[src/rtl/pc_fetch_sequencer_if.sv]
// Fetch-side bus for pc_fetch_sequencer: imem handshake, control-flow inputs and PC/fault/count outputs.
interface pc_fetch_sequencer_if #(
  parameter int unsigned XLEN = 32
);
  logic            imem_req;
  logic            imem_ready;
  logic [31:0]     inst_code;
  logic            stall;
  logic            branch_taken;
  logic [XLEN-1:0] rs1_value;
  logic            redirect_valid;
  logic [XLEN-1:0] redirect_address;
  logic [XLEN-1:0] inst_address;
  logic [XLEN-1:0] pc_plus4;
  logic            misaligned_fault;
  logic [XLEN-1:0] fault_address;
  logic [XLEN-1:0] instr_count;

  modport master (
    output imem_req, inst_address, pc_plus4, misaligned_fault, fault_address, instr_count,
    input  imem_ready, inst_code, stall, branch_taken, rs1_value, redirect_valid, redirect_address
  );

  modport slave (
    input  imem_req, inst_address, pc_plus4, misaligned_fault, fault_address, instr_count,
    output imem_ready, inst_code, stall, branch_taken, rs1_value, redirect_valid, redirect_address
  );
endinterface

[src/rtl/pc_fetch_sequencer.sv]
// Program counter and fetch sequencer: req/ready fetch, stall hold, branch/JAL/JALR next-PC,
// misaligned-target fault and highest-priority redirect.
module pc_fetch_sequencer #(
  parameter int unsigned           XLEN         = 32,
  parameter logic [XLEN-1:0]       RESET_VECTOR = '0,
  parameter bit                    COUNT_EN     = 1'b1
) (
  input  logic                 i_clock,
  input  logic                 i_reset_n,
  pc_fetch_sequencer_if.master bus
);

  typedef enum logic [1:0] {S_BOOT, S_FETCH, S_HOLD, S_FAULT} state_t;

  state_t          r_state;
  logic [XLEN-1:0] r_pc;
  logic [31:0]     r_held_inst;
  logic            r_imem_req;
  logic            r_fault;
  logic [XLEN-1:0] r_fault_address;

  logic [31:0]     w_inst;
  logic [6:0]      w_opcode;
  logic [XLEN-1:0] w_pc_plus4;
  logic [XLEN-1:0] w_imm_b;
  logic [XLEN-1:0] w_imm_j;
  logic [XLEN-1:0] w_imm_i;
  logic [XLEN-1:0] w_next_pc;
  logic [XLEN-1:0] w_redirect_pc;
  logic            w_accept;
  logic            w_release;
  logic            w_update;
  logic            w_misaligned;

  // A stalled instruction is decoded from the held copy once the stall lifts.
  assign w_inst     = (r_state == S_HOLD) ? r_held_inst : bus.inst_code;
  assign w_opcode   = w_inst[6:0];
  assign w_pc_plus4 = r_pc + XLEN'(4);

  assign w_imm_b = {{(XLEN-12){w_inst[31]}}, w_inst[7], w_inst[30:25], w_inst[11:8], 1'b0};
  assign w_imm_j = {{(XLEN-20){w_inst[31]}}, w_inst[19:12], w_inst[20], w_inst[30:21], 1'b0};
  assign w_imm_i = {{(XLEN-12){w_inst[31]}}, w_inst[31:20]};

  always_comb begin
    w_next_pc = w_pc_plus4;
    case (w_opcode)
      7'b1100011: if (bus.branch_taken) w_next_pc = r_pc + w_imm_b;
      7'b1101111: w_next_pc = r_pc + w_imm_j;
      7'b1100111: w_next_pc = (bus.rs1_value + w_imm_i) & ~XLEN'(1);
      default:    w_next_pc = w_pc_plus4;
    endcase
  end

  assign w_redirect_pc = bus.redirect_address & ~XLEN'(3);
  assign w_misaligned  = (w_next_pc[1:0] != 2'b00);
  assign w_accept      = (r_state == S_FETCH) && bus.imem_ready && !bus.stall && !bus.redirect_valid;
  assign w_release     = (r_state == S_HOLD) && !bus.stall && !bus.redirect_valid;
  assign w_update      = w_accept || w_release;

  always_ff @(posedge i_clock or negedge i_reset_n) begin
    if (!i_reset_n) begin
      r_state         <= S_BOOT;
      r_pc            <= RESET_VECTOR;
      r_held_inst     <= '0;
      r_imem_req      <= 1'b0;
      r_fault         <= 1'b0;
      r_fault_address <= '0;
    end else if (bus.redirect_valid) begin
      r_state    <= S_FETCH;
      r_pc       <= w_redirect_pc;
      r_imem_req <= 1'b1;
      r_fault    <= 1'b0;
    end else begin
      case (r_state)
        S_BOOT: begin
          r_state    <= S_FETCH;
          r_imem_req <= 1'b1;
        end
        S_FETCH: begin
          if (bus.imem_ready && bus.stall) begin
            r_held_inst <= bus.inst_code;
            r_state     <= S_HOLD;
            r_imem_req  <= 1'b0;
          end
        end
        S_HOLD: begin
          if (!bus.stall) begin
            r_state    <= S_FETCH;
            r_imem_req <= 1'b1;
          end
        end
        default: ;
      endcase
      // A bad target parks the sequencer in FAULT and leaves the PC on the offending instruction.
      if (w_update) begin
        if (w_misaligned) begin
          r_fault         <= 1'b1;
          r_fault_address <= w_next_pc;
          r_state         <= S_FAULT;
          r_imem_req      <= 1'b0;
        end else begin
          r_pc <= w_next_pc;
        end
      end
    end
  end

  generate
    if (COUNT_EN) begin : g_count
      logic [XLEN-1:0] r_instr_count;
      always_ff @(posedge i_clock or negedge i_reset_n) begin
        if (!i_reset_n) begin
          r_instr_count <= '0;
        end else if (w_update) begin
          r_instr_count <= r_instr_count + XLEN'(1);
        end
      end
      assign bus.instr_count = r_instr_count;
    end else begin : g_no_count
      assign bus.instr_count = '0;
    end
  endgenerate

  assign bus.imem_req         = r_imem_req;
  assign bus.inst_address     = r_pc;
  assign bus.pc_plus4         = w_pc_plus4;
  assign bus.misaligned_fault = r_fault;
  assign bus.fault_address    = r_fault_address;

endmodule
[src/flat_wrapper.sv]
// flat-port wrapper written by rule: the top's interface ports become plain ports
module pc_fetch_sequencer_flat 
#(
  parameter int unsigned           XLEN         = 32,
  parameter logic [XLEN-1:0]       RESET_VECTOR = '0,
  parameter bit                    COUNT_EN     = 1'b1
)
  (i_clock, i_reset_n, bus_imem_req, bus_inst_address, bus_pc_plus4, bus_misaligned_fault, bus_fault_address, bus_instr_count, bus_imem_ready, bus_inst_code, bus_stall, bus_branch_taken, bus_rs1_value, bus_redirect_valid, bus_redirect_address);
  pc_fetch_sequencer_if #(.XLEN(XLEN)) bus_i ();
  input  logic i_clock;
  input  logic i_reset_n;
  output wire logic [$bits(bus_i.imem_req)-1:0] bus_imem_req;
  output wire logic [$bits(bus_i.inst_address)-1:0] bus_inst_address;
  output wire logic [$bits(bus_i.pc_plus4)-1:0] bus_pc_plus4;
  output wire logic [$bits(bus_i.misaligned_fault)-1:0] bus_misaligned_fault;
  output wire logic [$bits(bus_i.fault_address)-1:0] bus_fault_address;
  output wire logic [$bits(bus_i.instr_count)-1:0] bus_instr_count;
  input wire logic [$bits(bus_i.imem_ready)-1:0] bus_imem_ready;
  input wire logic [$bits(bus_i.inst_code)-1:0] bus_inst_code;
  input wire logic [$bits(bus_i.stall)-1:0] bus_stall;
  input wire logic [$bits(bus_i.branch_taken)-1:0] bus_branch_taken;
  input wire logic [$bits(bus_i.rs1_value)-1:0] bus_rs1_value;
  input wire logic [$bits(bus_i.redirect_valid)-1:0] bus_redirect_valid;
  input wire logic [$bits(bus_i.redirect_address)-1:0] bus_redirect_address;
  assign bus_imem_req = bus_i.imem_req;
  assign bus_inst_address = bus_i.inst_address;
  assign bus_pc_plus4 = bus_i.pc_plus4;
  assign bus_misaligned_fault = bus_i.misaligned_fault;
  assign bus_fault_address = bus_i.fault_address;
  assign bus_instr_count = bus_i.instr_count;
  assign bus_i.imem_ready = bus_imem_ready;
  assign bus_i.inst_code = bus_inst_code;
  assign bus_i.stall = bus_stall;
  assign bus_i.branch_taken = bus_branch_taken;
  assign bus_i.rs1_value = bus_rs1_value;
  assign bus_i.redirect_valid = bus_redirect_valid;
  assign bus_i.redirect_address = bus_redirect_address;
  pc_fetch_sequencer #(.XLEN(XLEN), .RESET_VECTOR(RESET_VECTOR), .COUNT_EN(COUNT_EN)) u_core (.i_clock(i_clock), .i_reset_n(i_reset_n), .bus(bus_i));
endmodule
[config.mk]
export PLATFORM = sky130hd
export DESIGN_NAME = pc_fetch_sequencer_flat
export DESIGN_NICKNAME = d
export VERILOG_FILES = /design/src/rtl/pc_fetch_sequencer_if.sv /design/src/rtl/pc_fetch_sequencer.sv /design/src/flat_wrapper.sv
export SDC_FILE = /design/constraint.sdc
export NUM_CORES = 1
export LEC_CHECK = 0
export BUFFER_PORTS_ARGS = -buffer_cell sky130_fd_sc_hd__buf_2
export CAP_MARGIN = 20
export CORE_MARGIN = 8
export CORE_UTILIZATION = 41
export CTS_BUF_LIST = sky130_fd_sc_hd__clkbuf_4
export DETAILED_ROUTE_END_ITERATION = 10
export HOLD_SLACK_MARGIN = 0.1
export PLACE_DENSITY = 0.63
export SLEW_MARGIN = 30
export SYNTH_ARGS = -nofsm -noshare
export SYNTH_HDL_FRONTEND = slang
export SYNTH_SLANG_ARGS = --single-unit
[constraint.sdc]
create_clock -name i_clock -period 6 [get_ports i_clock]
set_clock_uncertainty 0.1 [all_clocks]
set_input_delay 0.6 -clock i_clock [delete_from_list [all_inputs] [get_ports i_clock]]
set_output_delay 0.6 -clock i_clock [all_outputs]
set_load 0.01 [all_outputs]
Word-level counts from Yosys, hierarchy flattened
Cells that the tools add are included.
{ "op_classes": {"mux": 21, "reduce_logical": 17, "add_sub_neg": 5, "n_eq_ne": 6, "bitwise": 1} }
{ "op_table": {"columns": ["operator", "n"], "rows": [
  ["32-bit 2-to-1 mux", 5],
  ["32-bit adder", 3],
  ["32-bit case mux with 3 select lines", 1],
  ["32-bit by 1-bit adder with 32-bit output (second input constant)", 1],
  ["32-bit by 3-bit adder with 32-bit output (second input constant)", 1],
  ["7-bit == test (second input constant)", 3],
  ["2-bit 2-to-1 mux", 5],
  ["1-bit 2-to-1 mux", 8],
  ["1-bit logical AND", 6],
  ["2-bit case mux with 3 select lines", 1],
  ["3-bit AND reduction", 2],
  ["2-bit nonzero test", 3],
  ["2-bit AND reduction", 2],
  ["1-bit case mux with 3 select lines", 1],
  ["2-bit by 1-bit == test with 1-bit output (second input constant)", 1],
  ["2-bit == test (second input constant)", 1],
  ["1-bit logical NOT", 2],
  ["2-bit logical NOT", 1],
  ["2-bit != test (second input constant)", 1],
  ["1-bit logical OR", 1],
  ["1-bit inverter", 1]
]} }
{ "word_totals": {"input_bits": 102, "out_inout_bits": 130, "regBits": 132, "word_cells": 57} }

Depth between registers and ports, before layout
Gate-level depths: netlist of run 1.
{ "depth": {"depth_word": 9, "ltp_mapped": 17, "mapped_depth_nobuf": 15} }

Least setup slack after synthesis of run 1
OpenSTA, ideal clock, no wires.
{ "synth_timing": {"path_kind": "reg-to-reg", "start": "register u_core.r_state[0]", "end": "register u_core.r_fault_address[27] (netlist: u_core.bus.fault_address[27])", "t_arrival_ns": 4.114, "required_ns": 5.758, "setup_slack_ns": 1.645, "period_less_slack_ns": 4.355, "n_path_buf": 2, "stages_incl_launch_ff": 15, "setup_time_ns": 0.142, "cell_sequence": "dfrtp_1 nand2b_1 buf_2 mux2i_1 inv_1 ha_1 clkbuf_1 nand3_1 or3_1 o211ai_1 a31oi_1 o31ai_1 xor2_1 a2111oi_0 o21ai_0"} }
{ "synth_via": {"elab_chain_len": 7, "elab_cells_between_ends": 19, "classes_between": "add/sub: 3; eq/ne: 5; mux: 3; reduce/logical: 8"} }
{ "synth_lines": {"columns": ["item", "line_no", "text"], "rows": [
  ["start, declared", "pc_fetch_sequencer.sv:15", "state_t r_state;"],
  ["start signal, assigned", "pc_fetch_sequencer.sv:62", "r_state <= S_BOOT;"],
  ["start signal, assigned", "pc_fetch_sequencer.sv:69", "r_state <= S_FETCH;"],
  ["start signal, assigned", "pc_fetch_sequencer.sv:76", "r_state <= S_FETCH;"],
  ["2-bit == test", "pc_fetch_sequencer.sv:36, pc_fetch_sequencer.sv:57", null],
  ["32-bit 2-to-1 mux", "pc_fetch_sequencer.sv:36", "assign w_inst = (r_state == S_HOLD) ? r_held_inst : bus.inst_code;"],
  ["32-bit adder", "pc_fetch_sequencer.sv:47", "7'b1100011: if (bus.branch_taken) w_next_pc = r_pc + w_imm_b;"],
  ["32-bit 2-to-1 mux", "pc_fetch_sequencer.sv:47", null],
  ["32-bit case mux with 3 select lines", "pc_fetch_sequencer.sv:46", "case (w_opcode)"],
  ["2-bit nonzero test", "pc_fetch_sequencer.sv:55", "assign w_misaligned = (w_next_pc[1:0] != 2'b00);"],
  ["3-bit AND reduction (no source line)", null, null],
  ["end signal, assigned", "pc_fetch_sequencer.sv:98", "r_fault_address <= w_next_pc;"],
  ["end, declared", "pc_fetch_sequencer.sv:20", "logic [XLEN-1:0] r_fault_address;"]
]} }
Several ways; a longest one is shown, not always the timed one.
A chain may end at the register's enable or synchronous reset.

Worst setup path in the final report of run 1
{ "layout_timing": {"start": "register u_core.r_state[0]", "end": "register u_core.r_fault_address[25] (netlist: u_core.bus.fault_address[25])"} }
The elaborated chain is that of the path after synthesis.

==> results.cfg, run 1 <==
[logic_synthesis]
yosysMostFrequentCell = nand2_1
async_flop_share_pct = 100
synth.distinct_cells = 84
yosys_warnings = 0
avgSynthCellArea_um2 = 8.36
synth_flop_cell = dfrtp_1
synth_seq_area_share_pct = 28.4
yosys-top-cells-count = 204 x nand2_1, 132 x dfrtp_1, 97 x o21ai_0, 89 x ha_1
synthCells = 1391
syn_area_mm2 = 0.0116
syn-num-nets = 1585
yosys-top-cells-area = dfrtp_1 28%, ha_1 9.6%, nand2_1 6.6%
synth_top_area_share_pct = 28.4
post-synth-top-area-cell = dfrtp_1
synth_enable_flop_cells = 0
ys_ff_latch = 132

[grt]
antenna_found_initial = 5
grt_pass1_vias = 11300
grtUsageTotal_pct = 24.8
overflow = 0
grt_pass1_wl_mm = 65.8
grt_max_degree = 68

[place]
dp_hpwl_mm = 33.7
port-buffer-count = 229
dpl_worst_slack_ns = 0.998
place_congestion = 0.923
dp.cells = 1946

[die]
die_h_um = 184
die_x_um = 184
core_mm2 = 0.0279
rows = 61
ios = 232
fp.dieArea_mm2 = 0.0340
start_util_pct = 41.7

[detailed_routing]
drtIter0Drc = 905
routedWlPerCell_um = 21.4
vias_per_cell = 5.82
ant_nets = 0
routed_wl_mm = 42.4
first_pass_iters = 5
route.detailed.drc = 0
vias = 11500

[sta]
clock.fmax_ghz = 0.200
setup_tns_ns = 0
hold_viol = 0
finalMaxSlewViolations = 0
fin_ws_ns = 0.989
finalSetupViolations = 0
relSlewSlack_pct = 35.0
tightest_slew_ns = 0.950
grt_setup_unrepaired = false
period_minus_slack_ns = 5.01
fin_crit_sh_pct = 83.5

[finish]
drive_above_1_share_pct = 21.8
fin_nets = 1782
final_util_pct = 48.1
syn_to_final_growth_pct = 15.3
instances_no_fill = 1983

[worst_setup_path]
path_cells = nor2b_4, nand2_1, nand2_1, ha_1, inv_1, fa_1, nor2b_1, o31a_1, o21ai_0, a221oi_1, nor2_1, o21a_1, xnor2_1, a221oi_1, o21ai_0
r2r_end = u_core.bus.fault_address[25]
critical_path_class = reg2reg
start_kind = register
critPathMaxFanout = 30
critPathLaunch = u_core.r_state[0]
path_delay_family = compound AO/OA/AOI/OAI gates
end_kind = register
crit_arrival_ns = 5.29
reg2reg_slack_ns = 0.99
crit_path_top_delay_cell = a221oi_1
cp.buffers_inverters = 1
slowest_delay_ns = 0.75
reg2reg_depth = 15
setup.worst_path.end = u_core.bus.fault_address[25]
path_depth = 15
worstReg2RegStart = u_core.r_state[0]
required_ns = 6.28

[flow_run]
cap_violations = 0

[cts]
clkTransAtPathRegs_ns = 0.16
cts_max_path_buffers = 2
cts-root-buf = clkbuf_4
clock_latency_ns = 0.54
cts_buffers = 17
tritoncts = done
post_cts_resize_count = 0
htree_num_levels = 4
cts.sinks = 132

[pwr]
power.density_mw_per_mm2 = 226
vdd_ir_drop_max_uv = 130
power_uw = 3030
p_leak_uw = 0.00631

[hold_path]
min_path_type = in2reg

[status]
outcome = finished, final reports clean
[how the worst min path moves through the flow]
stage	from	end	slack (ns)	cells after the start
floorplan	i_reset_n	u_core.bus.fault_address[0]	0.20	0
global placement	u_core.bus.instr_count[31]	u_core.bus.instr_count[31]	0.36	1
detailed placement	u_core.bus.fault_address[1]	u_core.bus.fault_address[1]	0.36	1
CTS	bus_inst_code[16]	u_core.r_held_inst[16]	0.14	2
global route	bus_inst_code[16]	u_core.r_held_inst[16]	0.13	2
finish	bus_inst_code[16]	u_core.r_held_inst[16]	0.19	2
[timing repair]
action | CTS | global route
setup buffers | 0 | 0
hold endpoints to repair | 66 | 0
setup endpoints to repair | 0 | 0
hold buffers | 1 | 0
[state kept, by name, summed over array words and instances, names as in the netlist]
signal and count:
u_core.r_state 2, u_core.bus.misaligned_fault 1, u_core.bus.imem_req 1, u_core.bus.fault_address 32
u_core.bus.inst_address 32, u_core.r_held_inst 32, u_core.bus.instr_count 32
[final cells by class]
type                            count  area (um^2)
Inverter                           27          101
Clock buffer                       18          135
Antenna cell                        4         10.0
Clock inverter                     14          151
Multi-Input combinational cell   1165         7950
Fill cell                        2732        14500
Sequential cell                   132         3300
Tap cell                          378          473
Timing Repair Buffer              245         1270
[layout by cell type (no fill, tap or decap), drive strengths merged, types with 5 or more instances in the layout]
cell / instances
nand3: 48
clkbuf: 18
nor2b: 8
o21bai: 9
o21a: 13
o211ai: 14
nor3b: 5
or2: 7
clkinv: 6
nor3: 16
nand3b: 6
and4: 10
dfrtp: 132
a21o: 36
mux2: 47
mux2i: 19
o22ai: 18
a22o: 8
and2: 8
and3: 16
a211oi: 16
a221oi: 19
a31oi: 19
or3: 11
xor2: 48
o31ai: 6
nor2: 86
a22oi: 30
o221ai: 5
xnor2: 65
nand4: 37
inv: 30
ha: 89
a21oi: 87
o21ai: 103
nand2: 204
buf: 244
[power breakdown]
group	switching, uW	leakage, uW	internal, uW	total (uW)
combinational	752	0.00447	508	1260
clock	392	0.000149	257	649
sequential	126	0.00169	993	1120
total	1270	0.00631	1760	3030
[logic make-up (layout without fill, tap and decap cells)]
logic type	Yosys count	after routing	synth area share, %
and+or+nand+nor	474	474	19.3
AOI/OAI and AO/OA	420	420	24.1
DFF	132	132	28.4
xor gates and xnor gates	113	113	8.51
buffers and inverters	94	304	3.36
adders and majority gates	92	92	10.1
muxes	66	66	6.22
other	0	4	0
[layer usage]
metal  track usage, %  share of wire (%)
met5                0                  0
met3             5.24                7.4
met2             40.0                 46
met1             31.4                 42
met4             11.1                4.2
[worst register-to-register path: stages, from the launching register on]
cell and delay [ns]:
dfrtp_1 0.49, nor2b_4 0.66, nand2_1 0.13, nand2_1 0.20
ha_1 0.21, inv_1 0.06, fa_1 0.41, nor2b_1 0.18
o31a_1 0.18, o21ai_0 0.23, a221oi_1 0.75, nor2_1 0.24
o21a_1 0.25, xnor2_1 0.12, a221oi_1 0.53, o21ai_0 0.14
[per-stage QoR]
step | hold slack (ns) | cell area [um^2]
finish | 0.186 | 13400
global route | 0.134 | 13400
CTS | 0.136 | 13400
detailed placement | 0.361 | 13100
global placement | 0.355 | 13100
floorplan | 0.204 | 11600
(Power assumes the default switching activity.)
==> run 2: changes to the inputs <==
==> constraint.sdc (replaced) <==
create_clock -name i_clock -period 5.2 [get_ports i_clock]
set_clock_uncertainty 0.1 [all_clocks]
set_input_delay 0.52 -clock i_clock [delete_from_list [all_inputs] [get_ports i_clock]]
set_output_delay 0.52 -clock i_clock [all_outputs]
set_load 0.01 [all_outputs]
==> run 2 against run 1 <==
Die area unchanged; register-to-register slack got worse by 0.49 ns; routed wire length decreased by 0.95%; highest routed layer unchanged; cell count grew 1.7%; core utilization is 1.3 points higher; worst hold slack got worse by 0.050 ns; critical endpoint is now u_core.bus.inst_address[26]; combinational power rose by 17%; sequential power up 15%; count of clock-buffer cells in the layout rose by 1; critical path depth is 2 lower.
==> results.cfg, run 2 (synthesis gave the netlist of run 1 again) <==
[grt]
grt_pass1_wl_mm = 64.3
antenna_found_initial = 2
grt_pass1_vias = 11400
grtUsageTotal_pct = 24.1
overflow = 0
grt_max_degree = 92

[detailed_routing]
vias_per_cell = 5.83
ant_nets = 0
routedWlPerCell_um = 20.8
route.detailed.drc = 0
drtIter0Drc = 845
routed_wl_mm = 42.0
first_pass_iters = 6
vias = 11800

[die]
die_h_um = 184
ios = 232
fp.dieArea_mm2 = 0.0340
start_util_pct = 41.7
die_x_um = 184
rows = 61
core_mm2 = 0.0279

[flow_run]
cap_violations = 0

[worst_setup_path]
critical_path_class = reg2reg
required_ns = 5.49
critPathMaxFanout = 18
reg2reg_depth = 13
end_kind = register
reg2reg_slack_ns = 0.50
worstReg2RegStart = u_core.r_state[1]
setup.worst_path.end = u_core.bus.inst_address[26]
critPathLaunch = u_core.r_state[1]
start_kind = register
crit_arrival_ns = 5.00
r2r_end = u_core.bus.inst_address[26]

[place]
place_congestion = 0.924
port-buffer-count = 229
dp_hpwl_mm = 33.1

[sta]
finalMaxSlewViolations = 0
tightest_slew_ns = 0.916
grt_setup_unrepaired = false
setup_tns_ns = 0
holdWs_ns = 0.136
relSlewSlack_pct = 38.9
finalSetupViolations = 0
clock.fmax_ghz = 0.213
fin_crit_sh_pct = 90.4
hold_viol = 0
period_minus_slack_ns = 4.70

[finish]
n_fill_cell = 2787
final_cell_mix = 228 x buf_2, 203 x nand2_1, 132 x dfrtp_1
fin_nets = 1818
layout_commonest_cell = buf_2
drive_above_1_share_pct = 21.5
syn_to_final_growth_pct = 18.5

[pwr]
p_sw_uw = 1450
clockPowerShare_pct = 23.0
vdd_ir_drop_max_uv = 154
switching_share_pct = 40.3
p_int_uw = 2140
power.density_mw_per_mm2 = 261
pwr-share-comb_pct = 41.1
p_leak_uw = 0.00649
p_seq_share_pct = 36.0

[cts]
cts_buffers = 17
clock_latency_ns = 0.55
clkTransAtPathRegs_ns = 0.12
cts_max_path_buffers = 2
cts.sinks = 132
htree_num_levels = 4
cts-root-buf = clkbuf_4
tritoncts = done

[hold_path]
min_path_type = in2reg
hp-start = bus_redirect_address[11]

[status]
outcome = finished, final reports clean
-- run 2: changes by cell type in the layout (fill, tap and decap cells not counted), sizes merged --
cell / change
dlygate4sd3: +30
clkbuf: +1
clkinv: +1
clkinvlp: -2
inv: -2
bufinv: +2
buf: +6
diode: -2
-- run 2: final cells by class --
class                   instances  area (um^2)  share of cell area, %
diodes                          2         5.00                 0.0363
clock buffers                  19          143                   1.04
clock inverters                13          180                   1.31
inverters                      27          101                  0.736
multi-input cells            1165         7950                   57.7
flip-flops and latches        132         3300                   24.0
well taps                     378          473                   3.43
repair buffers                281         1620                   11.8
-- run 2: routing by layer --
layer  global-route usage (%)  up-vias  share of wire, %
met5                        0        -                 0
met1                     30.8     5640                43
li1                         -     5634                 -
met3                     4.10       72               6.5
met2                     40.0      422                47
met4                     9.87        0               3.7
-- run 2: how the worst min path moves through the flow --
stage	endpoint	slack, ns	cells after the start
finish	u_core.bus.inst_address[11]	0.14	3
global route	u_core.bus.inst_address[6]	0.10	3
CTS	u_core.bus.inst_address[6]	0.10	3
detailed placement	u_core.bus.fault_address[19]	0.37	2
global placement	u_core.bus.instr_count[31]	0.36	1
floorplan	u_core.bus.fault_address[0]	0.12	0
-- run 2: worst max-delay path, stage by stage (launching register included) --
cell	delay [ns]
dfrtp_1	0.49
nor2b_4	0.45
buf_4	0.31
nand2_1	0.08
nand2_1	0.22
ha_1	0.30
nand2_1	0.11
a2111oi_0	0.70
o21ai_0	0.34
a21oi_1	0.37
o211ai_1	0.18
a32o_1	0.28
a221oi_1	0.48
o21ai_0	0.16
-- run 2: metrics by stage --
| stage | total power (uW) | area (um^2) | utilization, % | std cells | setup WS (ns) |
|---|---|---|---|---|---|
| after floorplan | 2240 | 11600 | - | 1391 | 0.845 |
| after global placement | 2730 | 13100 | 47.1 | 1952 | 0.645 |
| after detailed placement | 2750 | 13100 | 47.1 | 1952 | 0.604 |
| after CTS | 3600 | 13800 | 49.4 | 2015 | 0.559 |
| after global routing | 3820 | 13800 | 49.4 | 2017 | 0.225 |
| final | 3590 | 13800 | 49.4 | 2017 | 0.497 |
-- run 2: power by group through the flow --
stage                     Clock (uW)  Sequential, uW  Combinational, uW
final                            824            1290               1470
after global routing             897            1310               1610
after CTS                        846            1290               1460
after detailed placement           0            1310               1440
after global placement             0            1310               1430
after floorplan                    0            1290                946
-- run 2: timing repair --
| item | CTS | global route |
|---|---|---|
| gates resized for setup | 0 | 0 |
| hold buffers | 31 | 0 |
| endpoints found under the hold margin | 120 | 0 |
| buffers inserted | 0 | 0 |
==> run 3: changes to the inputs <==
--- a/config.mk
+++ b/config.mk
@@ -7,7 +7,7 @@
 export LEC_CHECK = 0
 export BUFFER_PORTS_ARGS = -buffer_cell sky130_fd_sc_hd__buf_2
 export CAP_MARGIN = 20
-export CORE_MARGIN = 8
+export CORE_MARGIN = 2
 export CORE_UTILIZATION = 41
 export CTS_BUF_LIST = sky130_fd_sc_hd__clkbuf_4
 export DETAILED_ROUTE_END_ITERATION = 10
==> run 3 against run 2 <==
Design area shrank 0.87%; critical path type unchanged; sequential share of layout area is 0.21 points higher; non-clock buffer count shrank 4; first-iteration DRC count is 9.5% higher; core utilization fell by 0.43 points; clock power fell by 20%; critical path depth is 3 higher.
==> results.cfg, run 3 (synthesis gave the netlist of run 1 again) <==
[die]
fp.dieArea_mm2 = 0.0297
die_x_um = 172
ios = 232
die_h_um = 172
start_util_pct = 41.7
core_mm2 = 0.0279
rows = 61

[grt]
grt_pass1_vias = 11000
grt_pass1_wl_mm = 61.8
grt_max_degree = 77
overflow = 0
antenna_found_initial = 3
grtUsageTotal_pct = 27.1

[flow_run]
cap_violations = 0

[worst_setup_path]
crit_arrival_ns = 4.92
start_kind = register
end_kind = register
required_ns = 5.47
critPathMaxFanout = 29
critical_path_class = reg2reg

[sta]
hold_viol = 0
grt_setup_unrepaired = false
finalMaxSlewViolations = 0
fin_crit_sh_pct = 89.4
tightest_slew_ns = 0.910
period_minus_slack_ns = 4.65
relSlewSlack_pct = 39.3
setup_tns_ns = 0
clock.fmax_ghz = 0.215
finalSetupViolations = 0

[place]
placed_cell_area_mm2 = 0.0132
dp.cells = 1955
port-buffer-count = 229
place_congestion = 0.951
dp_hpwl_mm = 32.2

[detailed_routing]
vias = 11800
drtIter0Drc = 925
ant_nets = 0
route.detailed.drc = 0
routed_wl_mm = 40.9
vias_per_cell = 5.85
first_pass_iters = 7
routedWlPerCell_um = 20.3

[finish]
fin_nets = 1814
final_cell_mix = 228 x buf_2, 203 x nand2_1, 132 x dfrtp_1
instances_no_fill = 2013
drive_above_1_share_pct = 21.8
layout_commonest_cell = buf_2
fin_area_mm2 = 0.0137
syn_to_final_growth_pct = 17.4
n_fill_cell = 2769

[cts]
post_cts_resize_count = 0
cts-root-buf = clkbuf_4
cts_max_path_buffers = 2
htree_num_levels = 4
clkTransAtPathRegs_ns = 0.12
cts_setup_buffers = 0
clock_latency_ns = 0.53
tritoncts = done
cts.sinks = 132
cts_buffers = 17

[pwr]
p_leak_uw = 0.00644
power_uw = 3420
power.density_mw_per_mm2 = 251
vdd_ir_drop_max_uv = 173

[status]
outcome = finished, final reports clean

[hold_path]
min_path_type = in2reg
[run 3: layout make-up]
type / count / area (um^2) / area share [%]
multi-input combinational: 1165 / 7950 / 58.2
sequential: 132 / 3300 / 24.2
timing repair buffer: 277 / 1570 / 11.5
tap: 378 / 473 / 3.46
clock buffer: 18 / 135 / 0.990
clock inverter: 13 / 110 / 0.807
inverter: 27 / 101 / 0.742
antenna: 3 / 7.51 / 0.0550
[run 3: path summary, 6_finish.rpt]
kind | from | end | slack [ns] | cells after the start
max reg2reg | u_core.r_state[0] | u_core.bus.fault_address[25] | 0.55 | 16
min | bus_inst_code[9] | u_core.r_held_inst[9] | 0.15 | 2
max | u_core.r_state[0] | u_core.bus.fault_address[25] | 0.55 | 16
min reg2reg | u_core.bus.instr_count[31] | u_core.bus.instr_count[31] | 0.38 | 1
min in group asynchronous | i_reset_n | u_core.r_held_inst[25] | 0.48 | 2
max in group asynchronous | i_reset_n | u_core.bus.inst_address[22] | 3.28 | 3
[run 3: what timing repair did]
item                                    CTS  global route
hold endpoints to repair                 98             0
endpoints found under the setup margin    0             0
hold buffers                             24             0
[run 3: critical path, cell delays in order (launching register included)]
cell and delay, ns:
dfrtp_1 0.52, nand2b_1 0.19, buf_4 0.33, nand2_1 0.09
nand2_1 0.14, ha_1 0.19, inv_1 0.06, fa_1 0.41
nor2b_1 0.17, o31a_1 0.18, o21ai_0 0.20, a221oi_1 0.67
nor2_1 0.24, o21a_1 0.25, xnor2_1 0.12, a221oi_1 0.48
o21ai_0 0.15
[run 3: report_power, final]
| part | internal [uW] | switching [uW] | total, uW |
|---|---|---|---|
| registers | 1150 | 146 | 1290 |
| clock network | 238 | 421 | 659 |
| logic | 602 | 867 | 1470 |
[run 3: through the flow]
step | hold WS [ns] | setup slack [ns] | util (%)
3_5_place_dp | 0.359 | 0.678 | 47.2
3_3_place_gp | 0.362 | 0.715 | 47.2
6_report | 0.145 | 0.553 | 49.0
5_1_grt | 0.108 | 0.126 | 49.0
2_1_floorplan | 0.124 | 0.845 | -
4_1_cts | 0.101 | 0.556 | 49.0
[run 3: layer usage]
layer | routed length, um | global-route usage, % | vias to the layer above
met5 | 0 | 0 | -
met2 | 18800 | 43.8 | 466
met3 | 2350 | 3.39 | 91
met1 | 18000 | 36.3 | 5603
li1 | - | - | 5612
met4 | 1740 | 12.1 | 0
